**src/rtl/io_pwr_pkg.sv**
```systemverilog
// Shared types and default timing constants for the IO bank power sequencer.
package io_pwr_pkg;

  // Sequencer states; encodings are visible on state_o for debug/status.
  typedef enum logic [2:0] {
    ST_IDLE     = 3'd0,
    ST_WAIT_PG  = 3'd1,
    ST_SETTLE   = 3'd2,
    ST_BANK_ON  = 3'd3,
    ST_RUN      = 3'd4,
    ST_BANK_OFF = 3'd5,
    ST_FAULT    = 3'd6
  } pwr_state_e;

  localparam int unsigned SETTLE_CYCLES_DEF  = 64;
  localparam int unsigned TIMEOUT_CYCLES_DEF = 1024;

endpackage

```
**src/rtl/io_sync2.sv**
```systemverilog
// Two-flop synchronizer for an asynchronous power-good level.
module io_sync2 (
  input  logic clk,
  input  logic rst,
  input  logic d_i,
  output logic q_o
);

  logic s1_q;
  logic s2_q;

  // Resample the async level twice before anyone uses it.
  always_ff @(posedge clk) begin
    if (rst) begin
      s1_q <= 1'b0;
      s2_q <= 1'b0;
    end else begin
      s1_q <= d_i;
      s2_q <= s1_q;
    end
  end

  assign q_o = s2_q;

endmodule

```
**src/rtl/io_bank_pwr_seq.sv**
```systemverilog
// IO ring power sequencer: qualifies VDDIO/VPW power-good, enables pad banks
// one at a time, releases retention, and unwinds in reverse order.
//
// state     | meaning
// ----------+----------------------------------------------------------
// IDLE      | ring off, retention held
// WAIT_PG   | waiting for qualified power-good, bounded by timeout
// SETTLE    | supplies good, letting them settle before first bank
// BANK_ON   | bank idx just enabled, waiting for it to settle
// RUN       | all banks up, retention released, ready
// BANK_OFF  | retention held, dropping highest enabled bank per step
// FAULT     | timeout or power loss; everything off until cleared
module io_bank_pwr_seq
  import io_pwr_pkg::*;
#(
  parameter int unsigned NUM_BANKS      = 4,
  parameter int unsigned SETTLE_CYCLES  = SETTLE_CYCLES_DEF,
  parameter int unsigned TIMEOUT_CYCLES = TIMEOUT_CYCLES_DEF,
  localparam int unsigned CNT_W         = $clog2(TIMEOUT_CYCLES + 1)
) (
  input  logic                 clk,
  input  logic                 rst,
  input  logic                 start_i,
  input  logic                 stop_i,
  input  logic                 pg_vddio_i,
  input  logic                 pg_vpw_i,
  input  logic                 fault_clr_i,
  output logic [NUM_BANKS-1:0] bank_en_o,
  output logic                 pad_ret_o,
  output logic                 ready_o,
  output logic                 busy_o,
  output logic                 fault_o,
  output logic [2:0]           state_o
);

  localparam int unsigned IDX_W = (NUM_BANKS > 1) ? $clog2(NUM_BANKS) : 1;
  localparam logic [CNT_W-1:0] SET_LAST = CNT_W'(SETTLE_CYCLES - 1);
  localparam logic [CNT_W-1:0] TO_LAST  = CNT_W'(TIMEOUT_CYCLES - 1);
  localparam logic [CNT_W-1:0] CNT_MAX  = '1;
  localparam logic [IDX_W-1:0] IDX_LAST = IDX_W'(NUM_BANKS - 1);

  logic pg_vddio_s;
  logic pg_vpw_s;
  logic pg_ok;

  io_sync2 u_sync_vddio (.clk(clk), .rst(rst), .d_i(pg_vddio_i), .q_o(pg_vddio_s));
  io_sync2 u_sync_vpw   (.clk(clk), .rst(rst), .d_i(pg_vpw_i),   .q_o(pg_vpw_s));

  assign pg_ok = pg_vddio_s & pg_vpw_s;

  pwr_state_e           st_q, st_d;
  logic [CNT_W-1:0]     cnt_q, cnt_d;
  logic [IDX_W-1:0]     idx_q, idx_d;
  logic [NUM_BANKS-1:0] bank_q, bank_d;
  logic                 pad_ret_q, ready_q, busy_q, fault_q;

  // Next-state, counter, bank index and bank enable decisions.
  always_comb begin
    st_d   = st_q;
    cnt_d  = (cnt_q == CNT_MAX) ? cnt_q : cnt_q + CNT_W'(1);
    idx_d  = idx_q;
    bank_d = bank_q;
    unique case (st_q)
      ST_IDLE: begin
        cnt_d = '0;
        idx_d = '0;
        if (start_i && !stop_i) st_d = ST_WAIT_PG;
      end
      ST_WAIT_PG: begin
        if (stop_i) begin
          st_d  = ST_IDLE;
          cnt_d = '0;
        end else if (pg_ok) begin
          st_d  = ST_SETTLE;
          cnt_d = '0;
        end else if (cnt_q == TO_LAST) begin
          st_d  = ST_FAULT;
          cnt_d = '0;
        end
      end
      ST_SETTLE: begin
        if (!pg_ok) begin
          st_d  = ST_FAULT;
          cnt_d = '0;
        end else if (stop_i) begin
          st_d  = ST_BANK_OFF;
          cnt_d = '0;
        end else if (cnt_q == SET_LAST) begin
          st_d      = ST_BANK_ON;
          cnt_d     = '0;
          idx_d     = '0;
          bank_d[0] = 1'b1;
        end
      end
      ST_BANK_ON: begin
        if (!pg_ok) begin
          st_d  = ST_FAULT;
          cnt_d = '0;
        end else if (stop_i) begin
          st_d  = ST_BANK_OFF;
          cnt_d = '0;
        end else if (cnt_q == SET_LAST) begin
          cnt_d = '0;
          if (idx_q == IDX_LAST) begin
            st_d = ST_RUN;
          end else begin
            idx_d         = idx_q + IDX_W'(1);
            bank_d[idx_d] = 1'b1;
          end
        end
      end
      ST_RUN: begin
        cnt_d = '0;
        if (!pg_ok) begin
          st_d = ST_FAULT;
        end else if (stop_i) begin
          st_d = ST_BANK_OFF;
        end
      end
      ST_BANK_OFF: begin
        // idx_q always points at the highest bank that may still be on.
        if (bank_q == '0) begin
          st_d  = ST_IDLE;
          cnt_d = '0;
          idx_d = '0;
        end else if (cnt_q == SET_LAST) begin
          bank_d[idx_q] = 1'b0;
          cnt_d         = '0;
          if (idx_q != '0) idx_d = idx_q - IDX_W'(1);
        end
      end
      ST_FAULT: begin
        cnt_d = '0;
        idx_d = '0;
        if (fault_clr_i && !start_i) st_d = ST_IDLE;
      end
      default: begin
        st_d  = ST_IDLE;
        cnt_d = '0;
        idx_d = '0;
      end
    endcase
    // Any entry into FAULT drops every bank on that same edge.
    if (st_d == ST_FAULT) bank_d = '0;
  end

  // State register with outputs decoded from the next state so they are registered.
  always_ff @(posedge clk) begin
    if (rst) begin
      st_q      <= ST_IDLE;
      cnt_q     <= '0;
      idx_q     <= '0;
      bank_q    <= '0;
      pad_ret_q <= 1'b1;
      ready_q   <= 1'b0;
      busy_q    <= 1'b0;
      fault_q   <= 1'b0;
    end else begin
      st_q      <= st_d;
      cnt_q     <= cnt_d;
      idx_q     <= idx_d;
      bank_q    <= bank_d;
      pad_ret_q <= (st_d != ST_RUN);
      ready_q   <= (st_d == ST_RUN);
      busy_q    <= (st_d == ST_WAIT_PG) || (st_d == ST_SETTLE) ||
                   (st_d == ST_BANK_ON) || (st_d == ST_BANK_OFF);
      fault_q   <= (st_d == ST_FAULT);
    end
  end

  assign bank_en_o = bank_q;
  assign pad_ret_o = pad_ret_q;
  assign ready_o   = ready_q;
  assign busy_o    = busy_q;
  assign fault_o   = fault_q;
  assign state_o   = st_q;

endmodule

```
**config.mk**
```make
export PLATFORM = sky130hd
export DESIGN_NAME = io_bank_pwr_seq
export DESIGN_NICKNAME = d
export VERILOG_FILES = /design/src/rtl/io_pwr_pkg.sv /design/src/rtl/io_sync2.sv /design/src/rtl/io_bank_pwr_seq.sv
export SDC_FILE = /design/constraint.sdc
export NUM_CORES = 1
export LEC_CHECK = 0
export ABC_AREA = 1
export CAP_MARGIN = 0
export CORE_UTILIZATION = 60
export DETAILED_ROUTE_END_ITERATION = 10
export PLACE_DENSITY = 0.88
export SLEW_MARGIN = 5
export SYNTH_ARGS = -nofsm -noshare
export SYNTH_HDL_FRONTEND = slang
export SYNTH_SLANG_ARGS = --single-unit
```
**constraint.sdc**
```tcl
create_clock -name clk -period 4.38 [get_ports clk]
set_input_delay 0.876 -clock clk [delete_from_list [all_inputs] [get_ports clk]]
set_output_delay 0.876 -clock clk [all_outputs]
set_load 0.01 [all_outputs]
```
==> results.json <==
{
  "max_freq_mhz": 428,
  "crit_family": "buffers and inverters",
  "critPathMaxStageDelay_ns": 0.60,
  "num_io_pins": 18,
  "relSlewSlack_pct": 60.1,
  "maxCapViolCount": 0,
  "synthTopCellsByArea": "dfxtp_1 33%, nand2_1 13%, inv_1 7.5%",
  "first_iter_violations": 131,
  "netlist.top_cell.by_area": "dfxtp_1",
  "multi_input_area_um2": 981,
  "finish.utilization_pct": 76.3,
  "ys_ff_latch": 28,
  "syn_avg_cell_area_um2": 6.76,
  "ys_types": 31,
  "clock-sinks": 28,
  "drive_above_1_share_pct": 16.2,
  "cp.depth": 1,
  "end_kind": "output pin",
  "htree_num_levels": 1,
  "power_mw": 0.696,
  "worst_pin_slew_ns": 0.593,
  "min_path_type": "reg -> reg",
  "crit_slowest_cell": "clkdlybuf4s50_1",
  "die_width_um": 55.3,
  "vdd.ir_drop.worst_mv": 0.340,
  "place.gp.congestion": 0.955,
  "period_share_pct": 53.4,
  "seq_area_um2": 561,
  "antenna_found_initial": 0,
  "grt_pass1_wl_mm": 6.24,
  "ys_seq_area_share_pct": 32.9,
  "critPathLaunchType": "flop",
  "cts_tree": "yes",
  "worstSkewPairLatency_ns": 0.35,
  "coreArea_mm2": 0.00257,
  "p_leak_nw": 0.934,
  "post_cts_buffers": 0,
  "hold_buffers": 0,
  "synth_fp_nets": 264,
  "port_buffers": 17,
  "drc_errors": 0,
  "path_cells": "clkdlybuf4s50_1",
  "hold_viol": 0,
  "gr-total-overflow": 0,
  "ant_nets": 0,
  "final-setup-viol-count": 0,
  "first_pass_iters": 4,
  "syn_to_final_growth_pct": 15.1,
  "dpl.hpwl_mm": 2.67,
  "numCtsBuffers": 3,
  "rows": 18,
  "grt_pass1_vias": 1460,
  "p_per_area_mw_per_mm2": 355,
  "routed_wl_mm": 3.64,
  "dieArea_mm2": 0.00306,
  "rsz0062_at_grt": "no",
  "slew_violations": 0,
  "fill_cells": 197,
  "cts.clk_slew.worst_paths_ns": 0.16,
  "crit_fanout": 6,
  "viasPerCell": 5.41,
  "cts-root-buf": "clkbuf_4",
  "start_util_pct": 66.3,
  "reg2reg_depth": 10,
  "cp_data_arrival_time_ns": 1.46,
  "die_y_um": 55.3,
  "diodes": 0,
  "yosysWarnings": 0,
  "setup.worst_path.class": "reg -> out",
  "clockBufferDepth": 2,
  "status": "complete, no violations",
  "wl_per_cell_um": 12.0,
  "tns_ns": 0,
  "cts_resized": 0,
  "whs_path_depth": 2,
  "yosysTopAreaCellShare_pct": 32.9,
  "grtUsageTotal_pct": 24.6,
  "vias": 1634,
  "syn_area_mm2": 0.00170,
  "fin_nets": 285,
  "worst-path-buf-inv": 1,
  "period_minus_slack_ns": 2.34,
  "syn_inst": 252,
  "cp.required_ns": 3.50,
  "grt_start_max_net_pins": 17,
  "finalClockSkew_ns": 0.00597
}
==> routing by layer <==
metal	routed length, µm	GRT usage (%)	up-vias
met3	220	3.04	10
li1	-	-	832
met5	0	0	-
met4	68	8.21	0
met2	1650	40.4	72
met1	1700	33.3	720
==> where the power goes <==
group	internal, mW	switching, mW	total [mW]
Clock	0.0927	0.0846	0.177
Combinational	0.0878	0.133	0.220
Sequential	0.276	0.0216	0.298
Total	0.457	0.239	0.696
==> path summary, 6_finish.rpt <==
| path | start | endpoint | slack, ns |
|---|---|---|---|
| max | state_o[0] | state_o[0] | 2.04 |
| min | u_sync_vpw.s1_q | u_sync_vpw.q_o | 0.42 |
| max reg2reg | cnt_q[0] | cnt_q[3] | 2.52 |
| min reg2reg | u_sync_vpw.s1_q | u_sync_vpw.q_o | 0.42 |
==> state kept, by name, summed over array words and instances (netlist names) <==
register / count
cnt_q: 11
bank_en_o: 4
state_o: 3
idx_q: 2
busy_o: 1
fault_o: 1
pad_ret_o: 1
ready_o: 1
u_sync_vddio.q_o: 1
u_sync_vddio.s1_q: 1
u_sync_vpw.q_o: 1
u_sync_vpw.s1_q: 1
==> synth_stat cells <==
cell type / instances
dfxtp_1: 28
nand2_2: 11
ha_1: 5
a21oi_1: 10
o211ai_2: 1
o22ai_1: 1
o31a_1: 1
nand4_1: 2
nand2_4: 3
o21a_1: 1
nor3_1: 5
xor2_1: 2
nor2_2: 4
clkbuf_1: 1
o21ai_1: 4
nand3_2: 2
a22oi_2: 1
inv_1: 34
or2_2: 3
nand3_1: 15
xnor2_1: 1
nand3b_1: 2
a21boi_1: 1
nor2_1: 26
nor2_4: 2
nand2_1: 61
inv_2: 8
mux2i_1: 1
o21ai_0: 11
a21oi_2: 3
nor3_4: 2
==> area by class of cell <==
type,count,share of cell area (%)
flip-flops and latches,28,28.6
repair buffers,17,8.68
well taps,30,1.92
multi-input cells,181,50.1
clock inverters,1,1.53
clock buffers,3,1.15
inverters,42,8.05
==> placed cells by master (no fill, tap or decap), drive strengths merged, types with 2 or more instances in the layout <==
cell type / synthesis / final
nand2: 75 / 75
clkdlybuf4s50: 0 / 17
nand4: 2 / 2
o21ai: 15 / 15
clkbuf: 1 / 3
ha: 5 / 5
dfxtp: 28 / 28
nor2: 32 / 32
or2: 3 / 3
nor3: 7 / 7
a21oi: 13 / 13
xor2: 2 / 2
nand3b: 2 / 2
inv: 42 / 42
nand3: 17 / 17
==> metrics by stage <==
stage | setup WS, ns | cell area (µm²) | instances | hold slack, ns
floorplan | 2.61 | 1700 | 252 | 0.388
global placement | 1.95 | 1910 | 298 | 0.392
detailed placement | 1.91 | 1910 | 298 | 0.408
CTS | 2.06 | 1960 | 302 | 0.429
global route | 1.99 | 1960 | 302 | 0.436
finish | 2.04 | 1960 | 302 | 0.424
==> logic make-up after synthesis <==
kind of cell | count (synthesis) | share of synthesized area (%)
AO/OA/AOI/OAI | 34 | 12.1
XOR/XNOR | 3 | 1.54
adder cells (fa/ha/maj) | 5 | 3.67
flip-flops | 28 | 32.9
buffers and inverters | 43 | 9.48
AND/OR/NAND/NOR | 138 | 39.7
multiplexers | 1 | 0.588
Power figures use the tool's default switching activity.
